<file path="config.mk">
export PLATFORM = sky130hd
export DESIGN_NAME = sipo_framer
export DESIGN_NICKNAME = d
export VERILOG_FILES = /design/src/rtl/sipo_framer.sv
export SDC_FILE = /design/constraint.sdc
export NUM_CORES = 1
export LEC_CHECK = 0
export CAP_MARGIN = 40
export CORE_AREA = 2 2 39 41
export CTS_CLUSTER_DIAMETER = 150
export DETAILED_ROUTE_END_ITERATION = 8
export DIE_AREA = 0 0 41 43
export MAX_ROUTING_LAYER = met4
export PLACE_DENSITY = 0.67
export SYNTH_ARGS = -nofsm -noshare
export SYNTH_HDL_FRONTEND = slang
export SYNTH_SLANG_ARGS = --single-unit
</file>
<file path="constraint.sdc">
create_clock -name clk -period 2.28 [get_ports clk]
set_input_delay 0.228 -clock clk [delete_from_list [all_inputs] [get_ports clk]]
set_output_delay 0.228 -clock clk [all_outputs]
set_load 0.01 [all_outputs]
</file>
<file path="src/rtl/sipo_framer.sv">
// sipo_framer: serial-in parallel-out word assembler
// with a one-word output register and valid/ready handshake.
module sipo_framer #(
  parameter int WIDTH     = 4,
  parameter bit MSB_FIRST = 1'b1
) (
  input  logic             clk,
  input  logic             rst,
  input  logic             din,
  input  logic             din_valid,
  input  logic             flush,
  output logic [WIDTH-1:0] q,
  output logic             q_valid,
  input  logic             q_ready,
  output logic             busy,
  output logic             overflow
);

  localparam int CW = $clog2(WIDTH);

  typedef enum logic {
    IDLE  = 1'b0,
    SHIFT = 1'b1
  } state_t;

  state_t           state;
  logic [WIDTH-1:0] sr;
  logic [CW-1:0]    cnt;
  logic [WIDTH-1:0] sr_nx;
  logic             last;
  logic             done;

  // Next shift-register value with the incoming bit merged in.
  always_comb begin
    sr_nx = sr;
    if (MSB_FIRST)
      sr_nx = {sr[WIDTH-2:0], din};
    else
      sr_nx = {din, sr[WIDTH-1:1]};
  end

  // A word completes when the final bit of it is sampled.
  always_comb begin
    last = (cnt == CW'(WIDTH - 1));
    done = din_valid && !flush && last;
  end

  assign busy = (state == SHIFT);

  // Shift/count FSM plus output register and handshake.
  always_ff @(posedge clk) begin
    if (rst) begin
      state    <= IDLE;
      sr       <= '0;
      cnt      <= '0;
      q        <= '0;
      q_valid  <= 1'b0;
      overflow <= 1'b0;
    end else begin
      if (flush) begin
        sr    <= '0;
        cnt   <= '0;
        state <= IDLE;
      end else if (din_valid) begin
        sr <= sr_nx;
        if (last) begin
          cnt   <= '0;
          state <= IDLE;
        end else begin
          cnt   <= cnt + CW'(1);
          state <= SHIFT;
        end
      end

      if (done) begin
        if (!q_valid || q_ready) begin
          q       <= sr_nx;
          q_valid <= 1'b1;
        end else begin
          overflow <= 1'b1;
        end
      end else if (q_valid && q_ready) begin
        q_valid <= 1'b0;
      end
    end
  end

endmodule

</file>
# After elaboration in Yosys (flattened, before gate mapping)
# Index checks and enable logic that the tools add are counted.
[totals]
elab_cells = 26
output_inout_bits = 7
in_bits = 6
regBits = 12
[classes]
addsub = 1
n_eq_ne = 2
n_mux = 5
n_reduce_logical = 11
bitwise_logic = 1
[ops]
columns = ["op", "n"]
rows = [
  ["$reduce_and 2->1", 3],
  ["$mux 1", 4],
  ["$logic_and 1x1->1", 3],
  ["$add 2x1->2 const B", 1],
  ["$eq 2x2->1 const B", 1],
  ["$logic_not 1->1", 2],
  ["$mux 2", 1],
  ["$ne 2x1->1 const B", 1],
  ["$reduce_bool 2->1", 1],
  ["$reduce_or 2->1", 1],
  ["$logic_or 1x1->1", 1],
  ["$not 1->1", 1],
]

# Depth between registers and ports, before layout
[logic_depth]
depth_word = 5
mapped_depth = 5

# Worst setup path before layout
# Ideal clock, no wire load.
[synth_path]
path_type = "reg-to-reg"
startpoint = "reg cnt[0]"
endpoint = "reg q[0]"
synth_period_minus_slack_ns = 1.094
setup_time_ns = 0.072
setup_slack_ns = 1.186
t_arrival_ns = 1.022
path_stages_with_launch = 6
cell_sequence = "dfxtp_1 -> ha_1 -> nand3b_4 -> nor2b_4 -> buf_6 -> mux2i_1"
[synth_via]
elab_chain_cells = 3
[synth_lines]
columns = ["element", "line", "text"]
rows = [
  ["start, declared", "28", "logic [CW-1:0] cnt;"],
  ["start signal, assigned", "70", "cnt <= cnt + CW'(1);"],
  ["$eq 2x2->1", "44", "last = (cnt == CW'(WIDTH - 1));"],
  ["$logic_and 1x1->1", "45", "done = din_valid && !flush && last;"],
  ["$reduce_and 2->1 (no source line)", "--", ""],
  ["end signal, assigned", "77", "q <= sr_nx;"],
  ["end, declared", "12", "output logic [WIDTH-1:0] q,"],
]
# Every way passes these cells.
# A chain may end at the register's enable or synchronous reset.

# Worst setup path in the final report
[layout_path]
startpoint = "reg q[0]"
endpoint = "out q[0]"
# No word-level cell between the ends.

==> impl_metrics.yaml <==
routing:
  vias_per_cell: 4.74
  drc_errors: 0
  drt_wl_total_um: 784
  ant_nets: 0
  drt_iter0_drc: 4
  vias: 365
  post_drt_wl_per_cell_um: 10.2
  dr.pass1.iters: 2
logic_synthesis:
  synth_edf_count: 0
  yosysWarnings: 0
  synth_top_flop_cell: "dfxtp_1"
  postSynthCellCount: 49
  synth_nets: 56
  ys_seq_elements: 12
  yosysUniqueCellTypes: 14
  synth.top_cell.area_share_pct: 45.9
  synth_area_um2: 523
  yosysTopAreaCell: "dfxtp_1"
  synthTopCellsByArea: "dfxtp_1 (46%), mux2i_1 (17%), nand2b_1 (11%)"
  async_reset_ff_share_pct: 0
  ys_seq_area_share_pct: 45.9
  avgSynthCellArea_um2: 10.7
finish:
  num_antenna_cells: 0
  drive_gt1_share_pct: 11.5
  syn2layout_area_growth_pct: 27.8
  seqCellArea_um2: 240
  nets: 69
  stdcell_count: 77
  multi_input_area_um2: 251
  fillers: 132
run:
  cap_violations: 0
worst_setup_path:
  crit_required_ps: 2050
  reg2reg_setup_slack_ps: 1100
  worstPathMaxFanout: 2
  r2r_start: "cnt[0]$_SDFFE_PP0P_"
  path_cells: "clkdlybuf4s50_1"
  critPathKind: "flip-flop to primary output"
  arrival_ps: 1140
  end_kind: "primary output"
  reg2regPathDepth: 4
  slowest_delay_ps: 530
  cp_slowest_cell: "clkdlybuf4s50_1"
  cp-start-kind: "flip-flop"
  critical-path-top-delay-family: "buffers and inverters"
  cp.buffers_inverters: 1
  regToRegEndpoint: "q[3]$_SDFFE_PP0P_"
clock_network:
  cts_buffers: 3
  cts.sinks: 12
  htreeDepth: 1
  post_cts_resized: 0
  cts_tree: "done"
  path_clk_slew_ps: 70
  insertion_delay_ps: 270
  postCtsSetupBuffers: 0
  root_buffer: "clkbuf_4"
  cts_max_path_buffers: 2
  hold_buffers: 0
global_route:
  grt_overflow: 0
  grt_pass1_wl_um: 1320
  grt_max_degree: 12
  grt_use_total_pct: 11.6
  grt_antenna_before_repair: 0
  grt_pass1_vias: 330
hold_path:
  holdPathStages: 2
  worstHoldStart: "q[3]$_SDFFE_PP0P_"
  min_path_type: "flip-flop to flip-flop"
  holdPathEnd: "q[3]$_SDFFE_PP0P_"
sta:
  fin_crit_sh_pct: 60.0
  slew_headroom_pct: 71.3
  whs_ps: 473
  fmax_mhz: 731
  fin_setup_tns_ps: 0
  slew_violations: 0
  period_needed_ps: 1370
  finalHoldViolCount: 0
  rsz0062_at_grt: "no"
  setup_viol: 0
  fin_worst_skew_ps: 1.12
  worst_pin_slew_ps: 429
die:
  die_w_um: 41
  row_count: 14
  core-area_um2: 1380
  die-area_um2: 1760
  die_h_um: 43
  io-pin-count: 13
  start_util_pct: 37.8
pwr:
  pwr-share-comb_pct: 7.1
  power.internal_mw: 0.327
  seqPwrFrac_pct: 52.2
  power.density_nw_per_um2: 613
  switching_share_pct: 20.3
  power_leakage_nw: 0.267
  ir_drop_v: 0.000278
  switching_power_mw: 0.0831
  p_clk_share_pct: 40.7
status:
  status: "finished, final reports clean"
place:
  port_buffers: 12
  dp.cells: 73
  gp_congestion: 0.716
  dp_hpwl_um: 589
[worst min-delay path, cell delays in order, from the launching register on]
cell and delay, ps:
dfxtp_1 310, nand2b_1 60, mux2i_1 60
[layer usage]
metal  global-route usage [%]  routed length (µm)
met4                     8.00                  10
met3                     4.71                  48
met1                     15.1                 395
met2                     14.1                 329
met5                        -                   0
[placed cells by master (no fill, tap or decap), drive strengths merged]
cell and instances:
dfxtp 12, clkdlybuf4s50 12, mux2i 9, nand2b 9
nor2 8, clkbuf 4, or2 1, nand3b 1
nor2b 1, a21oi 1, o21ba 1, a211oi 1
ha 1
[flip-flops by register name, summed over array words and instances (netlist names)]
name,count
q,4
sr,3
cnt,2
busy,1
overflow,1
q_valid,1
[power by group through the flow]
stage | clock network [mW] | logic [mW] | registers, mW
after CTS | 0.170 | 0.0293 | 0.214
after floorplan | 0 | 0.0186 | 0.219
after detailed placement | 0 | 0.0291 | 0.219
after global placement | 0 | 0.0289 | 0.219
final | 0.167 | 0.0290 | 0.214
after global routing | 0.186 | 0.0314 | 0.214
[through the flow]
stage	instance area (µm²)	setup slack, ps	utilization [%]	power, mW
4_1_cts	668	902	48.3	0.414
5_1_grt	668	857	48.3	0.432
3_5_place_dp	632	692	45.7	0.248
3_3_place_gp	632	705	45.7	0.248
2_1_floorplan	523	1190	-	0.238
6_report	668	913	48.3	0.410
[synthesized netlist by cell type (2+ instances only)]
cell	number
dfxtp_1	12
mux2i_1	9
nor2_1	8
buf_6	2
nand2b_1	9
[area by class of cell]
type | instances | share of cell area (%)
flip-flops and latches | 12 | 36.0
clock buffers | 4 | 5.43
well taps | 16 | 3.00
repair buffers | 12 | 18.0
multi-input cells | 33 | 37.6
[kinds of logic after synthesis]
group	after synthesis	share of synthesized area (%)
flops	12	45.9
mux	9	17.2
simple gates	20	24.2
compound gates	3	4.31
buf+inv	4	5.98
fa+ha+maj	1	2.39
[worst max path at each step]
stage	start	endpoint	slack (ps)	cells after the start
final	q[0]$_SDFFE_PP0P_	q[0]	910	1
after global routing	q[0]$_SDFFE_PP0P_	q[0]	860	1
after CTS	q[2]$_SDFFE_PP0P_	q[2]	900	1
after detailed placement	din_valid	q[3]$_SDFFE_PP0P_	690	4
after global placement	din_valid	q[3]$_SDFFE_PP0P_	700	4
after floorplan	cnt[0]$_SDFFE_PP0P_	q[0]$_SDFFE_PP0P_	1190	5
(Power assumes the default switching activity.)
